===== src/rtl/spi_frame_parser_if.sv =====
// Byte-stream handshake bundle for spi_frame_parser.
//   spi_iv/spi_id : one-cycle byte strobe and byte from the SPI slave (no backpressure)
//   out_ready     : downstream accepts out_d this cycle
//   out_v/out_d   : payload byte output and its valid
//   out_last      : marks the final payload byte of a frame (qualified by out_v)
// slave modport is the parser's view; master modport is the driver/consumer side.
interface spi_frame_parser_if #(
  parameter int DATA_WIDTH = 8
) ();
  logic                  spi_iv;
  logic [DATA_WIDTH-1:0] spi_id;
  logic                  out_ready;
  logic                  out_v;
  logic [DATA_WIDTH-1:0] out_d;
  logic                  out_last;

  modport slave (
    input  spi_iv, spi_id, out_ready,
    output out_v, out_d, out_last
  );

  modport master (
    output spi_iv, spi_id, out_ready,
    input  out_v, out_d, out_last
  );
endinterface


===== src/rtl/spi_frame_parser.sv =====
// Frame parser for bytes received over SPI.
// Frame: SYNC_BYTE, LEN, LEN payload bytes, CSUM; valid when
// (LEN + payload + CSUM) mod 2^DATA_WIDTH == 0. Good payloads are buffered and
// then streamed out with a valid/ready handshake; bad frames are discarded.
//   clk       : clock, rising edge
//   nrst      : asynchronous active-low reset
//   bus       : spi_frame_parser_if.slave (byte input, payload output)
//   crc_err   : one-cycle pulse on checksum mismatch
//   len_err   : one-cycle pulse on LEN == 0 or LEN > MAX_LEN
//   drop      : one-cycle pulse when a byte arrives while draining
//   frame_cnt : good-frame count, wraps 255 -> 0
module spi_frame_parser #(
  parameter int                    DATA_WIDTH = 8,
  parameter int                    MAX_LEN    = 16,
  parameter logic [DATA_WIDTH-1:0] SYNC_BYTE  = 8'hA5
) (
  input  logic                  clk,
  input  logic                  nrst,
  spi_frame_parser_if.slave     bus,
  output logic                  crc_err,
  output logic                  len_err,
  output logic                  drop,
  output logic [7:0]            frame_cnt
);

  localparam int IDX_W = $clog2(MAX_LEN);
  localparam int PTR_W = IDX_W + 1;
  localparam logic [DATA_WIDTH-1:0] MAX_LEN_D = DATA_WIDTH'(MAX_LEN);

  typedef enum logic [2:0] {
    ST_HUNT,
    ST_LEN,
    ST_PAYLOAD,
    ST_CSUM,
    ST_DRAIN
  } state_t;

  state_t                state, state_nxt;
  logic [PTR_W-1:0]      len_q, len_nxt;
  logic [PTR_W-1:0]      wr_ptr, wr_ptr_nxt;
  logic [PTR_W-1:0]      rd_ptr, rd_ptr_nxt;
  logic [DATA_WIDTH-1:0] sum_q, sum_nxt;
  logic [DATA_WIDTH-1:0] csum_total;
  logic [7:0]            frame_cnt_nxt;
  logic                  crc_nxt, len_err_nxt, drop_nxt;
  logic                  buf_we;
  logic                  xfer;

  logic [DATA_WIDTH-1:0] mem [MAX_LEN];

  // Output stage reads straight from the buffer; only valid in DRAIN so that
  // reset forces out_d to zero without clearing the RAM.
  assign bus.out_v    = (state == ST_DRAIN);
  assign bus.out_last = bus.out_v && (rd_ptr == len_q - PTR_W'(1));
  assign bus.out_d    = bus.out_v ? mem[rd_ptr[IDX_W-1:0]] : '0;

  assign xfer       = bus.out_v && bus.out_ready;
  assign csum_total = sum_q + bus.spi_id;

  always_comb begin
    state_nxt     = state;
    len_nxt       = len_q;
    wr_ptr_nxt    = wr_ptr;
    rd_ptr_nxt    = rd_ptr;
    sum_nxt       = sum_q;
    frame_cnt_nxt = frame_cnt;
    crc_nxt       = 1'b0;
    len_err_nxt   = 1'b0;
    drop_nxt      = 1'b0;
    buf_we        = 1'b0;

    case (state)
      ST_HUNT: begin
        if (bus.spi_iv && bus.spi_id == SYNC_BYTE) begin
          state_nxt = ST_LEN;
        end
      end

      ST_LEN: begin
        if (bus.spi_iv) begin
          if (bus.spi_id == '0 || bus.spi_id > MAX_LEN_D) begin
            len_err_nxt = 1'b1;
            state_nxt   = ST_HUNT;
          end else begin
            len_nxt    = PTR_W'(bus.spi_id);
            // LEN is part of the checksum, so the cleared sum starts at LEN.
            sum_nxt    = bus.spi_id;
            wr_ptr_nxt = '0;
            state_nxt  = ST_PAYLOAD;
          end
        end
      end

      ST_PAYLOAD: begin
        if (bus.spi_iv) begin
          buf_we     = 1'b1;
          wr_ptr_nxt = wr_ptr + PTR_W'(1);
          sum_nxt    = sum_q + bus.spi_id;
          if (wr_ptr_nxt == len_q) begin
            state_nxt = ST_CSUM;
          end
        end
      end

      ST_CSUM: begin
        if (bus.spi_iv) begin
          if (csum_total == '0) begin
            frame_cnt_nxt = frame_cnt + 8'd1;
            rd_ptr_nxt    = '0;
            state_nxt     = ST_DRAIN;
          end else begin
            crc_nxt   = 1'b1;
            state_nxt = ST_HUNT;
          end
        end
      end

      ST_DRAIN: begin
        // Incoming bytes cannot be stalled, so they are discarded here,
        // including one that coincides with the final transfer.
        if (bus.spi_iv) begin
          drop_nxt = 1'b1;
        end
        if (xfer) begin
          rd_ptr_nxt = rd_ptr + PTR_W'(1);
          if (bus.out_last) begin
            state_nxt = ST_HUNT;
          end
        end
      end

      default: state_nxt = ST_HUNT;
    endcase
  end

  always_ff @(posedge clk or negedge nrst) begin
    if (!nrst) begin
      state     <= ST_HUNT;
      len_q     <= '0;
      wr_ptr    <= '0;
      rd_ptr    <= '0;
      sum_q     <= '0;
      frame_cnt <= '0;
      crc_err   <= 1'b0;
      len_err   <= 1'b0;
      drop      <= 1'b0;
    end else begin
      state     <= state_nxt;
      len_q     <= len_nxt;
      wr_ptr    <= wr_ptr_nxt;
      rd_ptr    <= rd_ptr_nxt;
      sum_q     <= sum_nxt;
      frame_cnt <= frame_cnt_nxt;
      crc_err   <= crc_nxt;
      len_err   <= len_err_nxt;
      drop      <= drop_nxt;
    end
  end

  always_ff @(posedge clk) begin
    if (buf_we) begin
      mem[wr_ptr[IDX_W-1:0]] <= bus.spi_id;
    end
  end

endmodule


===== src/flat_wrapper.sv =====
// flat-port wrapper written by rule: the top's interface ports become plain ports
module spi_frame_parser_flat 
#(
  parameter int                    DATA_WIDTH = 8,
  parameter int                    MAX_LEN    = 16,
  parameter logic [DATA_WIDTH-1:0] SYNC_BYTE  = 8'hA5
)
  (clk, nrst, crc_err, len_err, drop, frame_cnt, bus_spi_iv, bus_spi_id, bus_out_ready, bus_out_v, bus_out_d, bus_out_last);
  spi_frame_parser_if #(.DATA_WIDTH(DATA_WIDTH)) bus_i ();
  input  logic clk;
  input  logic nrst;
  output logic crc_err;
  output logic len_err;
  output logic drop;
  output logic [7:0] frame_cnt;
  input wire logic [$bits(bus_i.spi_iv)-1:0] bus_spi_iv;
  input wire logic [$bits(bus_i.spi_id)-1:0] bus_spi_id;
  input wire logic [$bits(bus_i.out_ready)-1:0] bus_out_ready;
  output wire logic [$bits(bus_i.out_v)-1:0] bus_out_v;
  output wire logic [$bits(bus_i.out_d)-1:0] bus_out_d;
  output wire logic [$bits(bus_i.out_last)-1:0] bus_out_last;
  assign bus_i.spi_iv = bus_spi_iv;
  assign bus_i.spi_id = bus_spi_id;
  assign bus_i.out_ready = bus_out_ready;
  assign bus_out_v = bus_i.out_v;
  assign bus_out_d = bus_i.out_d;
  assign bus_out_last = bus_i.out_last;
  spi_frame_parser #(.DATA_WIDTH(DATA_WIDTH), .MAX_LEN(MAX_LEN), .SYNC_BYTE(SYNC_BYTE)) u_core (.clk(clk), .nrst(nrst), .bus(bus_i), .crc_err(crc_err), .len_err(len_err), .drop(drop), .frame_cnt(frame_cnt));
endmodule

===== config.mk =====
export PLATFORM = sky130hd
export DESIGN_NAME = spi_frame_parser_flat
export DESIGN_NICKNAME = d
export VERILOG_FILES = /design/src/rtl/spi_frame_parser_if.sv /design/src/rtl/spi_frame_parser.sv /design/src/flat_wrapper.sv
export SDC_FILE = /design/constraint.sdc
export NUM_CORES = 1
export LEC_CHECK = 0
export ABC_AREA = 1
export CAP_MARGIN = 20
export CELL_PAD_IN_SITES_DETAIL_PLACEMENT = 1
export CELL_PAD_IN_SITES_GLOBAL_PLACEMENT = 2
export CORE_ASPECT_RATIO = 0.9
export CORE_MARGIN = 5
export CORE_UTILIZATION = 40
export DETAILED_ROUTE_END_ITERATION = 8
export DONT_BUFFER_PORTS = 1
export GPL_TIMING_DRIVEN = 1
export PLACE_DENSITY_LB_ADDON = 0.1
export SYNTH_ARGS = -nofsm -noshare
export SYNTH_HDL_FRONTEND = slang
export SYNTH_SLANG_ARGS = --single-unit

===== constraint.sdc =====
create_clock -name clk -period 3.5 [get_ports clk]
set_input_delay 0.875 -clock clk [delete_from_list [all_inputs] [get_ports clk]]
set_output_delay 0.875 -clock clk [all_outputs]
set_load 0.02 [all_outputs]

======== Yosys cells after proc, flatten, opt, wreduce, memory -nomap -nowiden ========
Memory sizes are Yosys's and may differ from the RTL's.
Cells that the tools add are included.
word-level totals
  input port bits ......................... 12
  output and inout bits ................... 21
  memory bits (writable) .................. 128
  memories kept ........................... 1
  register bits ........................... 37
memory list
  memory      words  width  read ports  clocked after Yosys merged registers in  write ports  RTL line                source
  u_core.mem  16     8      1           0                                        1            spi_frame_parser.sv:49  logic [DATA_WIDTH-1:0] mem [MAX_LEN];
operators by class
  $add $sub $neg .......................... 5
  multiplexer cells ....................... 34
  equal/unequal tests ..................... 16
  reduce and logical (&&, ||, !) cells .... 14
  magnitude comparators ................... 1
  bitwise gates (word level) .............. 1
operators by type and width
  cell                                                count
  2-to-1 mux 8 bit                                    4
  2-to-1 mux 5 bit                                    6
  2-to-1 mux 3 bit                                    8
  case mux 5 bit (2 select lines)                     2
  zero test 8 bit                                     2
  case mux 8 bit (2 select lines)                     1
  case mux 3 bit (5 select lines)                     1
  != test 2 bit, second input constant                6
  2-to-1 mux 1 bit                                    11
  adder 5 x 1 -> 5 bit, second input constant         2
  == test 5 bit                                       2
  adder 8 x 1 -> 8 bit, second input constant         1
  adder 8 bit                                         1
  == test 8 bit, second input constant                1
  > comparator 8 x 5 -> 1 bit, second input constant  1
  AND reduction 4 bit                                 2
  AND reduction 7 bit                                 1
  == test 3 x 2 -> 1 bit, second input constant       2
  != test 2 x 1 -> 1 bit, second input constant       3
  AND reduction 3 bit                                 2
  subtractor 5 x 1 -> 5 bit, second input constant    1
  nonzero test 2 bit                                  2
  == test 3 x 1 -> 1 bit, second input constant       1
  == test 3 bit, second input constant                1
  5 further kinds                                     7

======== Logic depth before layout (Yosys ltp) ========
Gate-level depths: netlist of the first run.
  depth in word-level cells ............... 6
  gate-level depth with buffers ........... 15

======== Least setup slack after synthesis of the first run ========
No wires, ideal clock.
  path type ............................... input to register
  start ................................... input bus_spi_id[0]
  end ..................................... register u_core.frame_cnt[5]
  arrival ................................. 2.515 ns
  slack ................................... 0.863 ns
  data required time ...................... 3.378 ns
  stages .................................. 12
  cells stage by stage .................... ha_1 -> fa_1 -> or2_2 -> nor2_1 -> nand3_1 -> nor2_1 -> nand2_2 -> inv_4 -> nand2_4 -> buf_6 -> nand2_2 -> o21ai_2
on the way
  cells in the longest elaborated chain, start to end .. 3
ends and longest elaborated chain
  item                                  RTL line                 source
  start, declared                       flat_wrapper.sv:17       input wire logic [$bits(bus_i.spi_id)-1:0] bus_spi_id;
  adder 8 bit                           spi_frame_parser.sv:58   assign csum_total = sum_q + bus.spi_id;
  zero test 8 bit                       spi_frame_parser.sv:107  if (csum_total == '0) begin
  AND reduction 3 bit (no source line)  -
  end signal, assigned                  spi_frame_parser.sv:153  frame_cnt <= frame_cnt_nxt;
  end, declared                         spi_frame_parser.sv:23   output logic [7:0] frame_cnt
Every way passes these cells.
A chain may end at the register's enable or synchronous reset.

======== Worst setup path in the final report of the first run ========
  start ................................... register u_core.rd_ptr[0]
  end ..................................... output bus_out_d[1]
on the way
  cells in the longest elaborated chain, start to end .. 2
ends and longest elaborated chain
  item                      RTL line                 source
  start, declared           spi_frame_parser.sv:41   logic [PTR_W-1:0] rd_ptr, rd_ptr_nxt;
  start signal, assigned    spi_frame_parser.sv:151  rd_ptr <= rd_ptr_nxt;
  memory read (16 x 8 bit)  -
  2-to-1 mux 8 bit          spi_frame_parser.sv:55   assign bus.out_d = bus.out_v ? mem[rd_ptr[IDX_W-1:0]] : '0;
  end, declared             flat_wrapper.sv:20       output wire logic [$bits(bus_i.out_d)-1:0] bus_out_d;
Every way passes these cells.

==> results_dict.tcl, run 1 <==
set metrics [dict create \
    outcome "finished, final reports clean" \
    skew_ns 0.01329 \
    syn_avg_cell_area_um2 10.67 \
    layout.nets 758 \
    cts_root_buffer "clkbuf_16" \
    min_path_type "in -> async" \
    antenna_cells 0 \
    grt_pass1_wl_um 32320 \
    setup_viol 0 \
    worst_setup_path_start_kind "flip-flop" \
    grt_max_degree 69 \
    synth-xor-area-share 0.01621 \
    postRouteAntennaNets 0 \
    cts_htree_levels 4 \
    min_period_over_period 0.8867 \
    comb_power_share 0.181 \
    area_growth_syn_to_layout_pct 14.16 \
    synth_fa_ha_area_frac 0.02580 \
    clkLatencyLatePin_ns 0.44 \
    worst_pin_slew_ns 0.6241 \
    relSlewSlack 0.5839 \
    most-common-layout-cells "edfxtp_1 (128), nand2_1 (110), nor2_1 (107)" \
    cts_tree "built" \
    first_pass_iters 5 \
    drive_above_1_share 0.1252 \
    drt-total-wl_um 20540 \
    layout_commonest_cell "edfxtp_1" \
    yosys.area_share.simple 0.1652 \
    cp.arrival_ns 2.23 \
    worst_r2r_path_depth 11 \
    initial_utilization 0.4084 \
    yosys_warnings 0 \
    row_count 47 \
    vias 5363 \
    cts_hold_buf 0 \
    hold_viol_final 0 \
    core-area_mm2 0.01852 \
    viasPerCell 5.428 \
    netlist_area_mm2 0.007565 \
    rsz0062_at_grt "false" \
    cts_resized 0 \
    die_w_um 155.0 \
    cellLeakagePower_nw 3.316 \
    cp.required_ns 2.62 \
    antenna_found_initial 0 \
    r2r_end "u_core.rd_ptr[0]$_DFFE_PN0P_" \
    drv_slew 0 \
    swShare 0.2912 \
    regToRegSetupSlack_ns 1.20 \
    grt-ovfl-total 0 \
    post_cts_buffers 0 \
    die_y_um 140.5 \
    p_int_mw 3.795 \
    max_freq_ghz 0.3222 \
    crit_end "bus_out_d[1]" \
    p_seq_frac 0.440 \
    ys_types 44 \
    synth-edff-count 128 \
    grt_pass1_vias 5610 \
    io-pin-count 33 \
    syn_nets 736 \
    wl_per_cell_um 20.78 \
    critPathKind "reg -> out" \
    switchingPower_mw 1.559 \
    synth_seq_area_share 0.6305 \
    numCtsBuffers 17 \
    place_congestion 0.7949 \
    tns_ns 0 \
    dp_hpwl_um 13310 \
    port_buffers 0 \
    track_usage 0.1965 \
    fin_crit_ns 3.104 \
    finalPower_mw 5.355 \
    power_frac_clock 0.380 \
    cts_sinks 165 \
    synthFlopType "edfxtp_1" \
    r2r_start "u_core.sum_q[0]$_DFFE_PN0P_" \
    die-area_mm2 0.02177 \
    drc 0 \
    drt_iter0_markers 287 \
    synth-compound-area-share 0.1173 \
    powerDensity_mw_per_mm2 620.0 \
    drv_cap 0 \
    utilization 0.4662 \
    clkTransAtPathRegs_ns 0.07 \
    async_flop_share 0.2242 \
    synth_top_family_by_area "simple AND/OR/NAND/NOR gates" \
    muxShareOfSynthArea 0.001489 \
    cts_buffer_depth 2 \
    ys_ff_latch 165 \
    crit_fanout 64 \
    synth_cells 709 \
    cp-startpoint "u_core.rd_ptr[0]$_DFFE_PN0P_" \
    ir_drop_mv 0.3608 \
    cp-end-kind "output pin" \
]
flip-flops by register name, indices dropped and copies added (netlist names):
signal	cells
u_core.frame_cnt	8
u_core.len_err	1
u_core.wr_ptr	5
u_core.mem	128
u_core.state	3
u_core.len_q	5
u_core.rd_ptr	5
u_core.sum_q	8
u_core.crc_err	1
u_core.drop	1
layout make-up:
cell class                 instances  area (um^2)
sequential                       165         4771
clock buffer                      17        425.4
inverter                          48        182.7
multi-input combinational        466         2466
fill                            2033         9888
tap                              245        306.5
timing repair buffer              33        272.8
clock inverter                    14        211.5
cells by family after synthesis:
group,Yosys count
AND/OR/NAND/NOR,287
flip-flops,165
AO/OA/AOI/OAI,149
buffers and inverters,78
adder cells (fa/ha/maj),15
XOR/XNOR,14
multiplexers,1
worst max-delay path, stage by stage, from the launching register on:
cell,delay [ns]
dfrtp_2,0.43
inv_2,0.10
buf_12,0.27
o21ai_0,0.14
o221ai_1,0.16
nand3_1,0.15
a21oi_1,0.31
buf_4,0.20
Yosys cell counts, drive strengths merged (3+ instances only):
| master | number | area share |
|---|---|---|
| edfxtp | 128 | 0.51 |
| nand2 | 117 | 0.062 |
| nor2 | 110 | 0.058 |
| o21ai | 82 | 0.055 |
| inv | 47 | 0.024 |
| dfrtp | 37 | 0.12 |
| nand3 | 32 | 0.022 |
| o221ai | 20 | 0.023 |
| a21oi | 16 | 0.011 |
| clkbuf | 16 | 0.0079 |
| o22ai | 15 | 0.012 |
| buf | 14 | 0.011 |
| ha | 14 | 0.023 |
| o211ai | 12 | 0.012 |
| nand4 | 9 | 0.0074 |
| nor3 | 9 | 0.0066 |
| xnor2 | 8 | 0.0093 |
| or2 | 6 | 0.0053 |
| xor2 | 6 | 0.0069 |
| a31oi | 3 | 0.0025 |
metrics by stage:
stage / hold WS, ns / std cells / worst slack, ns / cell area, um^2
after floorplan: 0.4531 / 709 / 0.8630 / 7565
after global placement: 0.4729 / 957 / 0.7064 / 7999
after detailed placement: 0.4793 / 957 / 0.6837 / 7999
after CTS: 0.1080 / 988 / 0.3436 / 8636
after global routing: 0.1079 / 988 / 0.2441 / 8636
final: 0.1361 / 988 / 0.3965 / 8636
power groups by stage:
stage | clock (mW) | combinational, mW | sequential [mW]
global placement | 0 | 0.932 | 2.39
detailed placement | 0 | 0.977 | 2.40
finish | 2.03 | 0.968 | 2.35
CTS | 2.07 | 0.980 | 2.36
global route | 2.17 | 1.12 | 2.37
floorplan | 0 | 0.764 | 2.36
worst min-delay path by stage:
stage,startpoint,end,slack (ns)
6_report,nrst,u_core.sum_q[7]$_DFFE_PN0P_,0.14
5_1_grt,nrst,u_core.sum_q[7]$_DFFE_PN0P_,0.11
4_1_cts,nrst,u_core.sum_q[7]$_DFFE_PN0P_,0.11
3_5_place_dp,u_core.sum_q[6]$_DFFE_PN0P_,u_core.sum_q[6]$_DFFE_PN0P_,0.48
3_3_place_gp,u_core.sum_q[6]$_DFFE_PN0P_,u_core.sum_q[6]$_DFFE_PN0P_,0.47
2_1_floorplan,u_core.sum_q[6]$_DFFE_PN0P_,u_core.sum_q[6]$_DFFE_PN0P_,0.45
metal layers:
layer	vias to the layer above	GRT usage	routed length, um
met4	0	0.05483	280
li1	2553	-	-
met5	-	0	0
met1	2713	0.2603	9280
met2	80	0.3308	10230
met3	17	0.03763	748
(Power assumes the default switching activity.)
==> inputs of run 2 (changes only) <==
--- a/config.mk
+++ b/config.mk
@@ -12,9 +12,12 @@
 export CORE_ASPECT_RATIO = 0.9
 export CORE_MARGIN = 5
 export CORE_UTILIZATION = 40
+export CTS_CLUSTER_SIZE = 24
 export DETAILED_ROUTE_END_ITERATION = 8
 export DONT_BUFFER_PORTS = 1
 export GPL_TIMING_DRIVEN = 1
+export HOLD_SLACK_MARGIN = 0.12
+export MAX_ROUTING_LAYER = met4
 export PLACE_DENSITY_LB_ADDON = 0.1
 export SYNTH_ARGS = -nofsm -noshare
 export SYNTH_HDL_FRONTEND = slang
==> run 2 against run 1 <==
- routed wire length increased by 0.36%
- global-route usage grew 0.73 points
- setup slack is essentially flat
- first-iteration DRC count is 2.4% higher
- register-to-register slack barely moved
- cell count increased by 0.30%
- die area stayed put
- design area rose by 0.38%
- sequential power is essentially flat
- clock skew fell by 0.0020 ns
- fmax about the same
- largest power group unchanged
==> results_dict.tcl, run 2 (same netlist as run 1, synthesis figures left out) <==
set metrics [dict create \
    cts_sinks 165 \
    layout_commonest_cell "edfxtp_1" \
    initial_utilization 0.4084 \
    skew_ns 0.01133 \
    port_buffers 0 \
    io-pin-count 33 \
    cellLeakagePower_nw 3.330 \
    wl_per_cell_um 20.80 \
    numCtsBuffers 17 \
    core-area_mm2 0.01852 \
    relSlewSlack 0.5926 \
    cts_root_buffer "clkbuf_16" \
    finalPower_mw 5.364 \
    viasPerCell 5.371 \
    min_period_over_period 0.8867 \
    die_y_um 140.5 \
    use_met1 0.2613 \
    die-area_mm2 0.02177 \
    nFillCells 2026 \
    tns_ns 0 \
    min_path_type "in -> async" \
    cts_buffer_depth 2 \
    worst_setup_path_start_kind "flip-flop" \
    grtUsageMet2 0.3352 \
    grt_pass1_vias 5647 \
    track_usage 0.2038 \
    die_w_um 155.0 \
    crit_fanout 64 \
    cts_tree "built" \
    row_count 47 \
    fin_crit_ns 3.104 \
    whs_ns 0.2772 \
    powerDensity_mw_per_mm2 618.8 \
    first_pass_iters 4 \
    clkLatencyLatePin_ns 0.43 \
    cp.arrival_ns 2.23 \
    grt_max_degree 69 \
    area_growth_syn_to_layout_pct 14.59 \
    drc 0 \
    clkTransAtPathRegs_ns 0.07 \
    vias 5323 \
    cp_cell_sequence "inv_2, buf_12, o21ai_0, o221ai_1, nand3_1, a21oi_1, buf_4" \
    drv_slew 0 \
    layout.nets 760 \
    top_usage_layer "met2" \
    drt_iter0_markers 294 \
    cp.required_ns 2.62 \
    dp_hpwl_um 13310 \
    place_congestion 0.8062 \
    antenna_found_initial 0 \
    largest_reg_flops 128 \
    drt-total-wl_um 20610 \
    setup_viol 0 \
    grt_pass1_wl_um 32510 \
    drv_cap 0 \
    slowest_delay_ns 0.43 \
    worst_pin_slew_ns 0.6111 \
    cp-end-kind "output pin" \
    most-common-layout-cells "edfxtp_1 (128), nand2_1 (110), nor2_1 (107)" \
    rsz0062_at_grt "false" \
    met3_usage 0.03671 \
    max_freq_ghz 0.3222 \
    outcome "finished, final reports clean" \
    postRouteAntennaNets 0 \
    grt-ovfl-total 0 \
    crit_slowest_cell "dfrtp_2" \
    drive_above_1_share 0.1262 \
    critPathKind "reg -> out" \
    cts_htree_levels 4 \
    ir_drop_mv 0.3609 \
    hold_viol_final 0 \
]
[run 2: changes by cell type in the layout (fill, tap and decap cells not counted)]
cell / previous run / this run
dlygate4sd3_1: 0 / 1
buf_12: 2 / 3
diode_2: 0 / 1
[run 2: timing repair]
action                                 4_1_cts  5_1_grt
hold buffers                                 2        0
buffers inserted                             0        0
gates resized for setup                      0        0
endpoints found under the hold margin       32        0
[run 2: routing by layer]
layer	vias up	share of wire
li1	2560	-
met1	2668	0.44
met2	78	0.50
met3	17	0.043
met4	0	0.014
met5	-	0
[run 2: worst max-delay path: cells and delay by family (launching register included)]
family,cells,cell delay (ns)
AO/OA/AOI/OAI,3,0.61
AND/OR/NAND/NOR,1,0.15
flip-flops,1,0.43
buffers and inverters,3,0.58
[run 2: worst paths after layout]
kind / startpoint / endpoint / slack [ns] / cells past startpoint
hold / removal: nrst / u_core.sum_q[2]$_DFFE_PN0P_ / 0.28 / 1
max in group asynchronous: nrst / u_core.rd_ptr[1]$_DFFE_PN0P_ / 2.47 / 1
setup reg to reg: u_core.sum_q[0]$_DFFE_PN0P_ / u_core.rd_ptr[0]$_DFFE_PN0P_ / 1.20 / 11
hold reg to reg: u_core.sum_q[6]$_DFFE_PN0P_ / u_core.sum_q[6]$_DFFE_PN0P_ / 0.49 / 2
min in group clk: u_core.sum_q[6]$_DFFE_PN0P_ / u_core.sum_q[6]$_DFFE_PN0P_ / 0.49 / 2
setup / recovery: u_core.rd_ptr[0]$_DFFE_PN0P_ / bus_out_d[1] / 0.40 / 7
[run 2: power breakdown]
| part | switching (mW) | internal, mW | total, mW |
|---|---|---|---|
| Sequential | 0.122 | 2.23 | 2.36 |
| Clock | 0.816 | 1.21 | 2.03 |
| Combinational | 0.627 | 0.352 | 0.980 |
[run 2: per-stage QoR]
stage	std cells	area [um^2]	setup WS, ns	util
final	991	8668	0.3964	0.4680
after global placement	957	7999	0.7064	0.4318
after detailed placement	957	7999	0.6837	0.4318
after CTS	990	8666	0.3436	0.4678
after global routing	990	8666	0.2449	0.4678
after floorplan	709	7565	0.8630	-
[run 2: layout make-up]
cell class	count	area, um^2	area share
Tap cell	245	306.5	0.03536
Inverter	48	182.7	0.02107
Clock buffer	17	425.4	0.04908
Antenna cell	1	2.502	0.0002887
Sequential cell	165	4771	0.5504
Clock inverter	14	211.5	0.02439
Multi-Input combinational cell	466	2466	0.2845
Timing Repair Buffer	35	302.8	0.03493
==> inputs of run 3 (changes only) <==
--- a/config.mk
+++ b/config.mk
@@ -18,7 +18,8 @@
 export GPL_TIMING_DRIVEN = 1
 export HOLD_SLACK_MARGIN = 0.12
 export MAX_ROUTING_LAYER = met4
-export PLACE_DENSITY_LB_ADDON = 0.1
+export PLACE_DENSITY = 0.8
+export SKIP_CTS_REPAIR_TIMING = 1
 export SYNTH_ARGS = -nofsm -noshare
 export SYNTH_HDL_FRONTEND = slang
 export SYNTH_SLANG_ARGS = --single-unit
==> constraint.sdc (replaced) <==
create_clock -name clk -period 3.55 [get_ports clk]
set_input_delay 0.8875 -clock clk [delete_from_list [all_inputs] [get_ports clk]]
set_output_delay 0.8875 -clock clk [all_outputs]
set_load 0.02 [all_outputs]
==> run 3 against run 2 <==
- core utilization down 0.84 points
- die area stayed put
- first-iteration DRC count up 39%
- sequential power about the same
- cell count fell by 0.81%
- worst hold slack lost 0.13 ns
- routed wire length fell by 1.6%
- register-to-register slack worse by 0.04 ns
- design area fell by 1.8%
- highest routed layer unchanged
- total power shrank 5.7%
- critical path depth is 1 lower
- setup slack got worse by 0.18 ns
==> results_dict.tcl, run 3 (same netlist as run 1, synthesis figures left out) <==
set metrics [dict create \
    die_w_um 155.0 \
    critPathTopFamily "compound AO/OA/AOI/OAI gates" \
    initial_utilization 0.4084 \
    grt_pass1_vias 5603 \
    dpl_cell_area_mm2 0.007941 \
    numCtsBuffers 17 \
    drv_slew 0 \
    setup_viol 0 \
    drive_above_1_share 0.1167 \
    cp.arrival_ns 2.45 \
    most-common-layout-cells "edfxtp_1 (128), nand2_1 (110), nor2_1 (107)" \
    cp_common_cell "buf_4" \
    vias 5474 \
    first_pass_iters 5 \
    die_y_um 140.5 \
    grt_pass1_wl_um 32020 \
    grt_max_degree 49 \
    drt-total-wl_um 20280 \
    skew_ns 0.01191 \
    grt-ovfl-total 0 \
    cp.required_ns 2.66 \
    drc 0 \
    max_freq_ghz 0.2995 \
    slowest_delay_ns 0.65 \
    layout_commonest_cell "edfxtp_1" \
    crit_fanout 24 \
    clkLatencyLatePin_ns 0.43 \
    port_buffers 0 \
    area_growth_syn_to_layout_pct 12.52 \
    cts_htree_levels 4 \
    rsz0062_at_grt "false" \
    antenna_found_initial 1 \
    critPathBufInv 2 \
    crit_slowest_cell "dfrtp_2" \
    cts_sinks 165 \
    core-area_mm2 0.01852 \
    ir_drop_mv 0.3571 \
    drv_cap 0 \
    cts_root_buffer "clkbuf_16" \
    cts_tree "built" \
    path_depth 6 \
    cellLeakagePower_nw 3.241 \
    powerDensity_mw_per_mm2 594.5 \
    drt_iter0_markers 410 \
    place_congestion 0.8305 \
    cp_cell_sequence "buf_4, o21ai_0, o221ai_1, o211ai_1, a21oi_1, buf_4" \
    die-area_mm2 0.02177 \
    largest_reg_flops 128 \
    row_count 47 \
    critPathKind "reg -> out" \
    tns_ns 0 \
    worst_r2r_path_depth 5 \
    wl_per_cell_um 20.63 \
    nFillCells 2052 \
    min_period_over_period 0.9404 \
    postLayoutCellArea_mm2 0.008512 \
    worst_setup_path_start_kind "flip-flop" \
    outcome "finished, final reports clean" \
    postRouteAntennaNets 0 \
    viasPerCell 5.569 \
    clkTransAtPathRegs_ns 0.07 \
    io-pin-count 33 \
    min_path_type "in -> async" \
    relSlewSlack 0.3695 \
    track_usage 0.1971 \
    cts_buffer_depth 2 \
    cp-end-kind "output pin" \
    fin_crit_ns 3.338 \
    worst_pin_slew_ns 0.9423 \
    hold_viol_final 0 \
    dp_hpwl_um 13200 \
    layout.nets 752 \
]
[run 3: cell count changes in the layout (fill, tap and decap cells not counted), moves of 2 or more]
cell,change
buf_4,-5
bufinv_16,-3
buf_12,-2
clkinvlp_4,+2
[run 3: where the power goes]
part	switching, mW	total (mW)	internal [mW]	leakage (nW)
Combinational	0.598	0.943	0.344	1.34
Clock	0.807	1.79	0.985	0.269
Sequential	0.123	2.33	2.20	1.63
Total	1.53	5.06	3.53	3.24
[run 3: area by class of cell]
type	count	area [um^2]	share of cell area
clock inverter	13	138.9	0.01632
sequential	165	4771	0.5605
multi-input combinational	466	2466	0.2897
timing repair buffer	27	215.2	0.02528
tap	245	306.5	0.03601
clock buffer	18	429.2	0.05042
inverter	48	182.7	0.02146
antenna	1	2.502	0.0002940
[run 3: per-stage QoR]
stage | worst slack (ns) | util | cells | hold slack [ns] | total power, mW
final | 0.2116 | 0.4595 | 983 | 0.1486 | 5.060
after global routing | 0.06251 | 0.4594 | 982 | 0.1239 | 5.342
after CTS | 0.1983 | 0.4594 | 982 | 0.1354 | 5.097
after detailed placement | 0.6698 | 0.4287 | 951 | 0.4887 | 3.313
after global placement | 0.7687 | 0.4287 | 951 | 0.4737 | 3.264
after floorplan | 0.9005 | - | 709 | 0.4531 | 3.082
[run 3: layer usage]
layer / routed length, um / global-route usage
met1: 9160 / 0.2584
met5: 0 / -
met2: 9805 / 0.3079
met4: 402 / 0.06413
met3: 914 / 0.04133
[run 3: worst paths after layout]
path                                                    from                              end  slack, ns
worst max-delay path            u_core.rd_ptr[0]$_DFFE_PN0P_                     bus_out_d[1]       0.21
worst min-delay path                                    nrst  u_core.frame_cnt[0]$_DFFE_PN0P_       0.15
worst min register to register   u_core.sum_q[6]$_DFFE_PN0P_      u_core.sum_q[6]$_DFFE_PN0P_       0.49
worst max register to register   u_core.state[2]$_DFFE_PN0P_       u_core.mem[2][6]$_DFFE_PP_       1.16
max in group asynchronous                               nrst     u_core.rd_ptr[0]$_DFFE_PN0P_       3.31
min in group clk                 u_core.sum_q[6]$_DFFE_PN0P_      u_core.sum_q[6]$_DFFE_PN0P_       0.49
